**config.mk**
```make
export PLATFORM = sky130hd
export DESIGN_NAME = layer_sched
export DESIGN_NICKNAME = d
export VERILOG_FILES = /design/src/rtl/layer_sched.sv
export SDC_FILE = /design/constraint.sdc
export NUM_CORES = 1
export LEC_CHECK = 0
export CAP_MARGIN = 30
export CORE_MARGIN = 2
export CORE_UTILIZATION = 52
export DETAILED_ROUTE_END_ITERATION = 7
export PLACE_DENSITY_LB_ADDON = 0.08
export SLEW_MARGIN = 20
export SYNTH_ARGS = -nofsm -noshare
export SYNTH_HDL_FRONTEND = slang
export SYNTH_SLANG_ARGS = --single-unit
```
**constraint.sdc**
```tcl
create_clock -name clk -period 3.7 [get_ports clk]
set_input_delay 0.37 -clock clk [delete_from_list [all_inputs] [get_ports clk]]
set_output_delay 0.37 -clock clk [all_outputs]
set_load 0.05 [all_outputs]
```
**src/rtl/layer_sched.sv**
```systemverilog
// layer_sched: runs one FC layer neuron by neuron on the dot engine; 9 cycles per unstalled neuron plus 1 DONE cycle.
// CPU accesses stall while busy, eng_* are held under eng_waitrequest; LAYER_SCHED_CHECKSUM_EN adds a result checksum at offset 8.
module layer_sched (
    input  logic        clk,
    input  logic        rst_n,
    output logic        slave_waitrequest,
    input  logic [3:0]  slave_address,
    input  logic        slave_read,
    output logic [31:0] slave_readdata,
    input  logic        slave_write,
    input  logic [31:0] slave_writedata,
    input  logic        eng_waitrequest,
    output logic [3:0]  eng_address,
    output logic        eng_read,
    input  logic [31:0] eng_readdata,
    output logic        eng_write,
    output logic [31:0] eng_writedata
);
    typedef enum logic [2:0] {S_IDLE, S_CFG, S_GO, S_WAIT, S_NEXT, S_DONE} state_t;

    typedef struct packed {
        logic [31:0] bias;
        logic [31:0] wgt;
        logic [31:0] inp;
        logic [31:0] n_in;
        logic [31:0] outp;
        logic [31:0] n_out;
        logic        relu;
    } cfg_t;

    state_t      state_q, state_d;
    cfg_t        cfg_q, cfg_d;
    cfg_t        wk_q, wk_d;    // start snapshot; bias/wgt/outp double as the working pointers
    logic [2:0]  idx_q, idx_d;
    logic [31:0] k_q, k_d;
    logic [31:0] done_cnt_q, done_cnt_d;
    logic [3:0]  eng_address_q, eng_address_d;
    logic [31:0] eng_writedata_q, eng_writedata_d;
    logic        eng_write_q, eng_write_d;
    logic        eng_read_q, eng_read_d;
    logic        busy, cpu_wr, start, eng_acc, res_acc;
    logic [31:0] csum_rd;

    assign busy              = (state_q != S_IDLE);
    assign slave_waitrequest = busy & (slave_read | slave_write);
    assign cpu_wr            = slave_write & ~busy;
    assign start             = cpu_wr & (slave_address == 4'd0);
    assign eng_acc           = (eng_write_q | eng_read_q) & ~eng_waitrequest;
    assign res_acc           = (state_q == S_WAIT) & eng_acc;

    assign eng_address   = eng_address_q;
    assign eng_writedata = eng_writedata_q;
    assign eng_write     = eng_write_q;
    assign eng_read      = eng_read_q;

`ifdef LAYER_SCHED_CHECKSUM_EN
    logic [31:0] csum_q, csum_d;

    always_comb begin
        csum_d = csum_q;
        if (start)
            csum_d = '0;
        else if (res_acc)
            csum_d = csum_q + eng_readdata;
    end

    always_ff @(posedge clk or negedge rst_n) begin
        if (!rst_n) csum_q <= '0;
        else        csum_q <= csum_d;
    end

    assign csum_rd = csum_q;
`else
    logic unused_rdat;
    assign unused_rdat = ^eng_readdata;
    assign csum_rd     = '0;
`endif

    always_ff @(posedge clk or negedge rst_n) begin
        if (!rst_n) begin
            state_q         <= S_IDLE;
            cfg_q           <= '0;
            wk_q            <= '0;
            idx_q           <= '0;
            k_q             <= '0;
            done_cnt_q      <= '0;
            eng_address_q   <= '0;
            eng_writedata_q <= '0;
            eng_write_q     <= 1'b0;
            eng_read_q      <= 1'b0;
        end else begin
            state_q         <= state_d;
            cfg_q           <= cfg_d;
            wk_q            <= wk_d;
            idx_q           <= idx_d;
            k_q             <= k_d;
            done_cnt_q      <= done_cnt_d;
            eng_address_q   <= eng_address_d;
            eng_writedata_q <= eng_writedata_d;
            eng_write_q     <= eng_write_d;
            eng_read_q      <= eng_read_d;
        end
    end

    always_comb begin
        state_d = state_q;
        case (state_q)
            S_IDLE: if (start) state_d = (cfg_q.n_out != 32'd0) ? S_CFG : S_DONE;
            S_CFG:  if (eng_acc && idx_q == 3'd5) state_d = S_GO;
            S_GO:   if (eng_acc) state_d = S_WAIT;
            S_WAIT: if (eng_acc) state_d = S_NEXT;
            S_NEXT: state_d = (k_q + 32'd1 == wk_q.n_out) ? S_DONE : S_CFG;
            S_DONE: state_d = S_IDLE;
            default: state_d = S_IDLE;
        endcase
    end

    always_comb begin
        cfg_d      = cfg_q;
        wk_d       = wk_q;
        idx_d      = idx_q;
        k_d        = k_q;
        done_cnt_d = done_cnt_q;
        if (cpu_wr) begin
            case (slave_address)
                4'd1: cfg_d.bias  = slave_writedata;
                4'd2: cfg_d.wgt   = slave_writedata;
                4'd3: cfg_d.inp   = slave_writedata;
                4'd4: cfg_d.n_in  = slave_writedata;
                4'd5: cfg_d.outp  = slave_writedata;
                4'd6: cfg_d.n_out = slave_writedata;
                4'd7: cfg_d.relu  = slave_writedata[0];
                default: ;
            endcase
        end
        if (start) begin
            wk_d       = cfg_q;
            idx_d      = '0;
            k_d        = '0;
            done_cnt_d = '0;
        end
        if (state_q == S_CFG && eng_acc)
            idx_d = (idx_q == 3'd5) ? 3'd0 : idx_q + 3'd1;
        if (res_acc) begin
            done_cnt_d = done_cnt_q + 32'd1;
            wk_d.wgt   = wk_q.wgt + {wk_q.n_in[29:0], 2'b00};
            wk_d.bias  = wk_q.bias + 32'd4;
            wk_d.outp  = wk_q.outp + 32'd4;
        end
        if (state_q == S_NEXT && state_d == S_CFG)
            k_d = k_q + 32'd1;
    end

    // Engine outputs are a registered function of the next state, so they hold while stalled.
    always_comb begin
        eng_address_d   = '0;
        eng_writedata_d = '0;
        eng_write_d     = 1'b0;
        eng_read_d      = 1'b0;
        case (state_d)
            S_CFG: begin
                eng_write_d = 1'b1;
                case (idx_d)
                    3'd0: begin eng_address_d = 4'd1; eng_writedata_d = wk_d.bias; end
                    3'd1: begin eng_address_d = 4'd2; eng_writedata_d = wk_d.wgt;  end
                    3'd2: begin eng_address_d = 4'd3; eng_writedata_d = wk_d.inp;  end
                    3'd3: begin eng_address_d = 4'd4; eng_writedata_d = wk_d.n_in; end
                    3'd4: begin eng_address_d = 4'd5; eng_writedata_d = wk_d.outp; end
                    default: begin eng_address_d = 4'd7; eng_writedata_d = {31'b0, wk_d.relu}; end
                endcase
            end
            S_GO:    eng_write_d = 1'b1;
            S_WAIT:  eng_read_d  = 1'b1;
            default: ;
        endcase
    end

    always_comb begin
        slave_readdata = '0;
        if (slave_read) begin
            case (slave_address)
                4'd0: slave_readdata = done_cnt_q;
                4'd1: slave_readdata = cfg_q.bias;
                4'd2: slave_readdata = cfg_q.wgt;
                4'd3: slave_readdata = cfg_q.inp;
                4'd4: slave_readdata = cfg_q.n_in;
                4'd5: slave_readdata = cfg_q.outp;
                4'd6: slave_readdata = cfg_q.n_out;
                4'd7: slave_readdata = {31'b0, cfg_q.relu};
                4'd8: slave_readdata = csum_rd;
                default: slave_readdata = '0;
            endcase
        end
    end
endmodule

```
# [Word level (Yosys, flattened, before mapping)]
# Cells that the tools add are included.
[word_totals] word_cells=99 output_inout_bits=71 register_bits=494 in_bits=73
[op_classes] n_bitwise=9 n_eq_ne=20 n_mux=24 n_reduce_logical=18 addsub=6
[op_table] op="32-bit case mux with 8 select lines" count=1
[op_table] op="193-bit two-way mux" count=1
[op_table] op="32-bit two-way mux" count=6
[op_table] op="32-bit case mux with 5 select lines" count=1
[op_table] op="32-bit by 1-bit adder with 32-bit output (second input constant)" count=2
[op_table] op="32-bit by 3-bit adder with 32-bit output (second input constant)" count=2
[op_table] op="64-bit two-way mux" count=1
[op_table] op="32-bit adder" count=1
[op_table] op="32-bit == test" count=1
[op_table] op="32-bit nonzero test" count=1
[op_table] op="3-bit two-way mux" count=10
[op_table] op="3-bit case mux with 5 select lines" count=2
[op_table] op="3-bit by 2-bit == test with 1-bit output (second input constant)" count=6
[op_table] op="4-bit by 3-bit == test with 1-bit output (second input constant)" count=4
[op_table] op="2-bit AND reduction" count=7
[op_table] op="3-bit by 1-bit == test with 1-bit output (second input constant)" count=3
[op_table] op="3-bit == test (second input constant)" count=3
[op_table] op="4-bit by 2-bit == test with 1-bit output (second input constant)" count=2
[op_table] op="3-bit logical NOT" count=2
[op_table] op="1-bit AND" count=5
[op_table] op="4-bit by 1-bit == test with 1-bit output (second input constant)" count=1
[op_table] op="4-bit logical NOT" count=1
[op_table] op="2-bit nonzero test" count=2
[op_table] op="3-bit by 1-bit adder with 3-bit output (second input constant)" count=1
[op_table] op="other kinds (6)" count=11

# [Depth between registers and ports, before layout]
# Gate-level depths: netlist of run 1.
[depth] word_depth=9 ltp_mapped=13 mapped_depth_nobuf=11

# [Least setup slack after synthesis of run 1]
# No wires, ideal clock.
[synth_timing] path_type="register to register" start="register k_q[0]" end="register k_q[22]" required_ns=3.576 n_path_buf=2 period_less_slack_ns=3.128 setup_ns=0.124 setup_slack_ns=0.572 path_stages_with_launch=13 arrival_time_ns=3.005 cell_sequence="dfrtp_1 > ha_1 > nand3_2 > nor3_4 > a31oi_1 > nor3_1 > nor2_1 > or4_1 > o21a_1 > buf_6 > buf_6 > and3_1 > a211o_1"
[synth_between] elab_chain_len=7 elab_cells_between_ends=8 classes_between="1 x add/sub; 2 x eq/ne; 3 x mux; 2 x reduce/logical"
[synth_rtl] element="from (decl)" line="35" text="logic [31:0] k_q, k_d;"
[synth_rtl] element="from (signal assigned)" line="96" text="k_q <= k_d;"
[synth_rtl] element="32-bit by 1-bit adder with 32-bit output (*)" line="112, 151"
[synth_rtl] element="32-bit == test" line="112" text="S_NEXT: state_d = (k_q + 32'd1 == wk_q.n_out) ? S_DONE : S_CFG;"
[synth_rtl] element="3-bit two-way mux" line="112"
[synth_rtl] element="3-bit case mux with 5 select lines" line="107" text="case (state_q)"
[synth_rtl] element="3-bit by 1-bit == test with 1-bit output" line="150" text="if (state_q == S_NEXT && state_d == S_CFG)"
[synth_rtl] element="1-bit logical AND" line="150"
[synth_rtl] element="32-bit two-way mux or 2-bit nonzero test (tied branches)"
# Mark *: on every way between the ends. The rest lies on a longest branch, timed or not.
# A chain may end at the register's enable or synchronous reset.

# [Worst setup path after layout of run 1]
[layout_timing] start="register k_q[1]" end="register k_q[2]"
# The elaborated chain is that of the path after synthesis.

==> impl_metrics.json, run 1 <==
{
  "crit_arrival_ns": 4.06,
  "worstPathRequired_ns": 4.23,
  "cts_root_buffer": "clkbuf_16",
  "path_class": "reg -> reg",
  "path_common_cell": "buf_4",
  "post-cts-setup-buffers": 0,
  "clock-sinks": 493,
  "cap_violations": 0,
  "p_per_area_nw_per_um2": 729,
  "crit_chain": "ha_1, nand3_2, buf_4, nor3_4, nand3_1, mux2i_1, buf_4, o2111ai_1, or4_1, buf_4, o21ai_2, buf_12, mux2_2, mux2i_1",
  "rsz0062_at_grt": "false",
  "clockBufferDepth": 3,
  "cp-start-kind": "register",
  "dieHeight_um": 226,
  "setup-violations-final": 0,
  "slew_headroom_pct": 38.0,
  "dp_hpwl_um": 65200,
  "io_pins": 144,
  "wl_um": 89100,
  "status": "finished, violations left",
  "worst_slew_pin_slew_ns": 0.920,
  "synth_compound_area_share_pct": 16.6,
  "synth_xor_area_share_pct": 2.54,
  "synth_top_family_by_area": "simple AND/OR/NAND/NOR gates",
  "min_path_type": "in -> async",
  "postLayoutCoreUtil_pct": 62.7,
  "ys_async_sr_fraction_pct": 100,
  "clock.fmax_mhz": 284,
  "leakage_nw": 13.7,
  "drt-initial-drc-count": 2290,
  "slowest_stage": "or4_1",
  "drc": 3,
  "synth_ff_type": "dfrtp_1",
  "numCtsBuffers": 54,
  "ir_drop_v": 0.000426,
  "initial_core_util_pct": 52.5,
  "ys_seq_area_share_pct": 48.3,
  "fin_nets": 2864,
  "viasPerCell": 6.44,
  "path_clk_slew_ns": 0.07,
  "whs_ns": 0.363,
  "ant_nets": 0,
  "grt_max_degree": 92,
  "first_global_vias": 21200,
  "synth-simple-area-share_pct": 17.9,
  "period_share_pct": 95.3,
  "grt_usage_pct": 35.1,
  "postSynthAreaPerCell_um2": 9.84,
  "drv_slew": 0,
  "synth-edff-count": 0,
  "synth.distinct_cells": 83,
  "hold_violations": 0,
  "cts.htree.levels": 2,
  "diodes": 0,
  "antenna_found_initial": 0,
  "muxShareOfSynthArea_pct": 9.77,
  "yosys_warnings": 0,
  "finClkSkew_ns": 0.0345,
  "gp_congestion": 0.981,
  "clk_latency_ns": 0.63,
  "grt_pass1_wl_um": 134000,
  "path_max_fanout": 23,
  "setup_tns_ns": 0,
  "die_w_um": 226,
  "layout-drive-gt1-share_pct": 19.1,
  "grt_overflow": 0,
  "areaGrowthSynthToFinish_pct": 19.4,
  "n_fill_cell": 4052,
  "crit_path_end_kind": "register",
  "die_area_um2": 50900,
  "core_um2": 48600,
  "synthAdderAreaFrac_pct": 1.70,
  "dr_total_vias": 22100,
  "syn_area_um2": 25500,
  "cts_tree": "yes",
  "ys_ff_latch": 493,
  "detail_route.wl_per_cell_um": 26.0,
  "num_rows": 81,
  "firstDrtPassIters": 8,
  "finalCriticalPeriod_ns": 3.53,
  "syn_nets": 2702,
  "failed_checks": "DRC",
  "port_buffers": 110,
  "synthCells": 2595,
  "critPathMaxStageDelay_ns": 0.46
}
path summary, 6_finish.rpt:
path / startpoint / to / slack, ns / depth (start not counted)
setup / recovery: k_q[1] / k_q[2] / 0.17 / 14
hold / removal: rst_n / k_q[10] / 0.36 / 2
setup reg to reg: k_q[1] / k_q[2] / 0.17 / 14
hold reg to reg: wk_q[120] / wk_q[120] / 0.48 / 2
max in group asynchronous: rst_n / wk_q[132] / 2.36 / 3
min in group clk: wk_q[120] / wk_q[120] / 0.48 / 2
registers in the layout, summed over array words and instances, names as in the netlist, 3 cells and up:
name           flops
eng_writedata     32
cfg_q            193
state_q            3
done_cnt_q        32
wk_q             193
k_q               32
idx_q              3
eng_address        3
Yosys cell counts (32+ instances only):
library cell / count / share of area, %
dfrtp_1: 493 / 48
a222oi_1: 32 / 1.3
a21oi_1: 56 / 1.1
xnor2_1: 44 / 1.5
a22oi_1: 109 / 3.2
ha_1: 33 / 1.6
nor2_1: 125 / 1.8
nand3_1: 85 / 1.7
mux2_2: 202 / 8.9
nand4_1: 46 / 1.1
o21ai_0: 81 / 1.6
buf_1: 37 / 0.54
nand2_1: 503 / 7.4
clkbuf_1: 97 / 1.4
nor3_1: 64 / 1.3
a31oi_1: 64 / 1.6
o211ai_1: 37 / 1.1
logic make-up (layout without fill, tap and decap cells):
| group | after synthesis | count (layout) |
|---|---|---|
| simple gates | 987 | 987 |
| mux | 224 | 224 |
| buf+inv | 198 | 406 |
| compound gates | 584 | 584 |
| fa+ha+maj | 34 | 34 |
| other cells | 1 | 1 |
| flops | 493 | 493 |
| xor+xnor | 74 | 74 |
cell type report:
cell class / instances / area, um^2 / share of cell area, %
Clock buffer: 76 / 1570 / 5.14
Timing Repair Buffer: 273 / 2910 / 9.54
Multi-Input combinational cell: 1904 / 12500 / 40.9
Sequential cell: 493 / 12300 / 40.5
Tap cell: 622 / 778 / 2.55
Clock inverter: 26 / 299 / 0.981
Inverter: 31 / 116 / 0.382
timing repair:
item / 4_1_cts / 5_1_grt
resized for setup: 0 / 6
hold buffers: 1 / 0
endpoints found under the setup margin: 0 / 31
endpoints found under the hold margin: 70 / 0
metrics by stage:
step / worst slack [ns] / power [mW] / instances / area (um^2)
2_1_floorplan: 0.572 / 13.1 / 2595 / 25500
3_3_place_gp: 0.131 / 16.0 / 3321 / 28600
3_5_place_dp: 0.101 / 16.3 / 3321 / 28600
4_1_cts: 0.0898 / 22.0 / 3424 / 30400
5_1_grt: 0.00666 / 23.2 / 3425 / 30500
6_report: 0.175 / 22.2 / 3425 / 30500
critical path, delay by kind of cell, from the launching register on:
family	cells	cell delay (ns)
buffers and inverters	4	0.71
AOI/OAI and AO/OA	2	0.28
and+or+nand+nor	4	1.21
muxes	3	0.67
adders and majority gates	1	0.19
DFF	1	0.36
cells in the final DEF, fill, tap and decap left out, types with 31 or more instances in the layout:
cell type / instances
inv_1: 31
o21ai_0: 80
a21oi_1: 56
ha_1: 33
clkdlybuf4s50_1: 77
o211ai_1: 37
dfrtp_1: 493
buf_12: 51
nand2_1: 502
nor3_1: 61
nand4_1: 46
clkbuf_16: 56
a222oi_1: 32
nor2_1: 120
xnor2_1: 44
nand3_1: 84
a22oi_1: 109
a31oi_1: 64
buf_4: 142
mux2_2: 202
report_power, final:
part	internal, mW	leakage [nW]	switching, mW	total, mW
clock network	3.32	0.919	2.35	5.67
registers	7.29	6.53	2.12	9.41
logic	3.04	6.25	4.10	7.14
layer usage:
layer  global-route usage, %  vias to the layer above  share of wire (%)
met4                    10.7                        0                3.0
met2                    52.1                     1006                 44
met1                    50.7                    11000                 43
li1                        -                     9899                  -
met3                    8.90                      131                9.7
met5                       0                        -                  0
(Power assumes the default switching activity.)
==> inputs of run 2 (changes only) <==
Settings changed: CTS_BUF_LIST set to sky130_fd_sc_hd__clkbuf_4, GPL_TIMING_DRIVEN set to 0, REMOVE_ABC_BUFFERS set to 1.
==> run 2 against run 1 <==
The run now ends clean. First-iteration DRC count rose by 5.4%. Sequential share of layout area grew 0.49 points. Register-to-register slack worse by 0.11 ns. Setup slack got worse by 0.11 ns. Global-route usage up 1.4 points. Core utilization shrank 0.73 points. Clock skew rose by 0.015 ns.
==> impl_metrics.json, run 2 (synthesized netlist as in run 1, its figures left out) <==
{
  "finalCriticalPeriod_ns": 3.63,
  "viasPerCell": 6.61,
  "numCtsBuffers": 137,
  "path_clk_slew_ns": 0.06,
  "initial_core_util_pct": 52.5,
  "critPathMaxStageDelay_ns": 0.57,
  "port_buffers": 110,
  "whs_ns": 0.0650,
  "postLayoutCoreUtil_pct": 61.9,
  "period_share_pct": 98.2,
  "p_per_area_nw_per_um2": 716,
  "cts_root_buffer": "clkbuf_4",
  "min_path_type": "in -> reg",
  "intPower_mw": 13.0,
  "clk_latency_ns": 1.00,
  "status": "completed",
  "clock-sinks": 493,
  "leakage_nw": 13.8,
  "finClkSkew_ns": 0.0495,
  "setup-violations-final": 0,
  "drt-initial-drc-count": 2413,
  "power_mw": 21.6,
  "switching_share_pct": 39.6,
  "worst_slew_pin_slew_ns": 0.944,
  "holdPathStages": 3,
  "grt_overflow": 0,
  "slew_headroom_pct": 36.5,
  "die_area_um2": 50900,
  "firstDrtPassIters": 6,
  "cts.htree.levels": 4,
  "crit_path_start": "k_q[2]",
  "dpl_cell_area_um2": 27900,
  "cp_top_family": "simple AND/OR/NAND/NOR gates",
  "gp_congestion": 0.961,
  "wl_um": 91300,
  "cp-start-kind": "register",
  "path_max_fanout": 19,
  "antenna_found_initial": 4,
  "io_pins": 144,
  "layout-drive-gt1-share_pct": 20.9,
  "grt_usage_pct": 36.5,
  "cts_tree": "yes",
  "dpl.cell_count": 3232,
  "dr_total_vias": 23100,
  "min_from": "slave_address[1]",
  "fin_nets": 2884,
  "num_rows": 81,
  "core_um2": 48600,
  "drv_slew": 0,
  "path_depth": 10,
  "grt_max_degree": 99,
  "clock.fmax_mhz": 275,
  "final_cell_mix": "nand2_1 (494), dfrtp_1 (490), clkbuf_4 (205)",
  "first_global_vias": 22800,
  "cap_violations": 0,
  "worstPathRequired_ns": 4.50,
  "detail_route.wl_per_cell_um": 26.1,
  "drc": 0,
  "ant_nets": 0,
  "final_common_cell": "nand2_1",
  "crit_arrival_ns": 4.44,
  "p_seq_share_pct": 43.1,
  "clockBufferDepth": 3,
  "stdcell_area_um2": 30100,
  "ir_drop_v": 0.000443,
  "clkPwrFrac_pct": 23.9,
  "reg.largest.list": "cfg_q (193), wk_q (193)",
  "crit_chain": "and4_2, nand4_4, nor3_1, o22ai_1, or4b_1, or4_1, o21a_1, nand3_4, buf_16, a31oi_1",
  "p_switching_mw": 8.53,
  "path_class": "reg -> reg",
  "hold_violations": 0,
  "reg2regPathDepth": 10,
  "areaGrowthSynthToFinish_pct": 18.0,
  "regToRegStartpoint": "k_q[2]",
  "instances_no_fill": 3492,
  "slowest_stage": "dfrtp_1",
  "comb_power_share_pct": 33.1,
  "grt_pass1_wl_um": 138000,
  "dieHeight_um": 226,
  "crit_path_end_kind": "register",
  "dp_hpwl_um": 62300,
  "worst-path-buf-inv": 1,
  "die_w_um": 226
}
[run 2: final timing paths]
kind	slack (ns)	endpoint
hold / removal	0.06	cfg_q[0]
min in group asynchronous	0.59	wk_q[98]
max in group asynchronous	2.22	done_cnt_q[20]
hold reg to reg	0.47	wk_q[34]
setup reg to reg	0.07	eng_writedata[14]
setup / recovery	0.07	eng_writedata[14]
[run 2: tightest hold or removal path, stage by stage]
cell and delay, ns:
dlymetal6s2s_1 0.29, nand4_1 0.18, mux2_2 0.15
[run 2: power by group through the flow]
| stage | Clock, mW | Combinational (mW) | Sequential (mW) |
|---|---|---|---|
| 2_1_floorplan | 0 | 4.10 | 8.88 |
| 3_3_place_gp | 0 | 6.33 | 9.21 |
| 3_5_place_dp | 0 | 6.77 | 9.29 |
| 4_1_cts | 5.22 | 6.96 | 9.21 |
| 5_1_grt | 5.53 | 7.68 | 9.50 |
| 6_report | 5.15 | 7.13 | 9.29 |
[run 2: area by class of cell]
type,instances,area (um^2)
antenna,1,2.50
tap,622,778
multi-input combinational,1906,12800
clock inverter,26,203
fill,4224,18500
sequential,493,12300
clock buffer,205,1540
inverter,31,119
timing repair buffer,208,2350
[run 2: stage by stage]
| stage | worst slack (ns) | TNS [ns] |
|---|---|---|
| 6_report | 0.0654 | 0 |
| 5_1_grt | -0.00392 | -0.00392 |
| 4_1_cts | -0.177 | -0.177 |
| 3_5_place_dp | -1.49 | -64.71 |
| 3_3_place_gp | -22.93 | - |
| 2_1_floorplan | -6.33 | -1372.41 |
[run 2: routing by layer]
layer	vias to the layer above	GRT usage, %	routed length (um)
met1	11600	49.9	38000
met4	0	17.8	3970
met2	1209	54.5	40400
met5	-	0	0
met3	253	8.97	8930
li1	10100	-	-
[run 2: timing repair]
item / CTS / global route
buffers inserted: 11 / 12
pin swaps: 8 / 6
gates cloned: 1 / 1
setup endpoints to repair: 97 / 80
gates resized for setup: 68 / 30
hold endpoints to repair: 410 / 0
hold buffers: 3 / 0
==> inputs of run 3 (changes only) <==
Clock period 3.7 ns to 4.2 ns, I/O delays scaled along.
==> run 3 against run 2 <==
Core utilization is 0.53 points lower. Sequential cell count stayed put. Power is 12% lower. Clock power is 12% lower. Maximum frequency is 12% lower. Count of clock-buffer cells in the layout stayed put. Setup slack better by 0.012 ns. Global-route usage is 0.22 points lower. Clock skew is 0.0014 ns lower. Critical path type unchanged. Largest power group unchanged.
==> impl_metrics.json, run 3 (synthesized netlist as in run 1, its figures left out) <==
{
  "status": "completed",
  "final_cell_mix": "nand2_1 (495), dfrtp_1 (493), clkbuf_4 (205)",
  "ant_nets": 0,
  "slowest_stage": "o311ai_1",
  "crit_path_end_kind": "register",
  "regToRegStartpoint": "wk_q[66]",
  "rsz0062_at_grt": "false",
  "stdcell_area_um2": 29900,
  "clockBufferDepth": 3,
  "path_depth": 10,
  "leakage_nw": 13.6,
  "n_fill_cell": 4246,
  "top_layer": "met4",
  "worst_slew_pin_slew_ns": 0.956,
  "cts_root_buffer": "clkbuf_4",
  "whs_ns": 0.111,
  "io_pins": 144,
  "path_class": "reg -> reg",
  "ir_drop_v": 0.000390,
  "cts_tree": "yes",
  "num_rows": 81,
  "dr_total_vias": 23000,
  "fin_nets": 2868,
  "cp_top_family": "compound AO/OA/AOI/OAI gates",
  "grt_pass1_wl_um": 137000,
  "instances_no_fill": 3476,
  "cp-start-kind": "register",
  "detail_route.wl_per_cell_um": 26.2,
  "firstDrtPassIters": 6,
  "core_um2": 48600,
  "comb_power_share_pct": 32.7,
  "crit_chain": "ha_1, a211oi_1, nor4_1, o311ai_1, a211oi_1, o221ai_1, nand3_1, a41oi_1, nand2_1, a21oi_1",
  "initial_core_util_pct": 52.5,
  "areaGrowthSynthToFinish_pct": 17.0,
  "reg.largest.list": "cfg_q (193), wk_q (193)",
  "path_clk_slew_ns": 0.06,
  "met1_length_um": 38400,
  "die_area_um2": 50900,
  "power_mw": 18.9,
  "port_buffers": 110,
  "r2r-end": "eng_writedata[31]",
  "grt_usage_pct": 36.3,
  "path_max_fanout": 4,
  "clkPwrFrac_pct": 24.0,
  "clk_latency_ns": 1.00,
  "first_global_vias": 22700,
  "dp_hpwl_um": 62300,
  "period_share_pct": 98.2,
  "crit_arrival_ns": 4.96,
  "cap_violations": 0,
  "clock.fmax_mhz": 243,
  "final_common_cell": "nand2_1",
  "reg2regPathDepth": 10,
  "finClkSkew_ns": 0.0481,
  "path_common_cell": "a211oi_1",
  "p_seq_share_pct": 43.3,
  "viasPerCell": 6.62,
  "worst-path-buf-inv": 0,
  "intPower_mw": 11.4,
  "wl_um": 90900,
  "antenna_found_initial": 3,
  "crit_path_start": "wk_q[66]",
  "grt_max_degree": 99,
  "layout-drive-gt1-share_pct": 19.7,
  "dieHeight_um": 226,
  "min_path_type": "in -> async",
  "hold_violations": 0,
  "dpl.cell_count": 3232,
  "reg2reg_slack_ns": 0.08,
  "critPathMaxStageDelay_ns": 0.77,
  "drt-initial-drc-count": 2412,
  "drc": 0,
  "p_per_area_nw_per_um2": 633,
  "endpoint": "eng_writedata[31]",
  "dpl_cell_area_um2": 27900,
  "gp_congestion": 0.961,
  "clock-sinks": 493,
  "drv_slew": 0,
  "met3_length_um": 8350,
  "p_switching_mw": 7.48,
  "numCtsBuffers": 137,
  "cts.htree.levels": 4,
  "dr_wl_met2_um": 40300,
  "die_w_um": 226,
  "worstPathRequired_ns": 5.04,
  "setup-violations-final": 0,
  "grt_overflow": 0,
  "switching_share_pct": 39.5,
  "slew_headroom_pct": 35.8,
  "finalCriticalPeriod_ns": 4.12
}
[run 3: cell count changes in the layout (fill, tap and decap cells not counted), moves of 3 or more]
cell,delta
clkbuf_2,-4
dfrtp_1,+3
buf_4,-13
dlygate4sd2_1,-16
clkdlybuf4s50_1,+22
clkdlybuf4s15_2,-4
dfrtp_2,-3
[run 3: what timing repair did]
action	in CTS	in global routing
endpoints found under the hold margin	410	0
gates resized for setup	8	12
pin swaps	1	3
setup endpoints to repair	13	41
setup buffers	1	6
hold buffers	2	0
cloned	0	1
[run 3: power by group through the flow]
stage	registers, mW	clock network, mW	logic, mW
global route	8.37	4.88	6.65
detailed placement	8.18	0	5.96
CTS	8.11	4.60	6.01
global placement	8.12	0	5.58
floorplan	7.82	0	3.61
finish	8.19	4.53	6.18
[run 3: metal layers]
layer,track usage [%],vias to the layer above
met5,0,-
met4,17.5,0
met3,8.66,235
met2,54.2,1187
met1,49.8,11600
li1,-,9994
[run 3: final cells by class]
type | instances | area [um^2] | share of cell area (%)
Tap cell | 622 | 778 | 2.61
Inverter | 31 | 116 | 0.390
Sequential cell | 493 | 12300 | 41.3
Clock buffer | 205 | 1540 | 5.15
Antenna cell | 1 | 2.50 | 0.00838
Timing Repair Buffer | 193 | 2260 | 7.56
Clock inverter | 26 | 203 | 0.679
Multi-Input combinational cell | 1905 | 12600 | 42.3
[run 3: worst min-delay path: stages]
cell and delay, ns:
dlygate4sd3_1 0.56, buf_8 0.20, buf_16 0.28
[run 3: per-stage QoR]
stage	util [%]	setup slack, ns	TNS, ns
after global placement	54.9	-22.48	-
after CTS	61.1	-0.153	-0.153
after detailed placement	57.4	-1.04	-21.00
final	61.4	0.0776	0
after global routing	61.4	0.00174	0
after floorplan	-	-5.88	-1176.14
[run 3: worst min path at each step]
| stage | from | to | slack (ns) |
|---|---|---|---|
| after floorplan | rst_n | cfg_q[0] | 0.12 |
| after global placement | wk_q[123] | wk_q[123] | 0.45 |
| after detailed placement | rst_n | cfg_q[130] | 0.40 |
| after CTS | rst_n | wk_q[165] | 0.05 |
| after global routing | rst_n | eng_writedata[1] | 0.1 |
| final | rst_n | wk_q[130] | 0.11 |
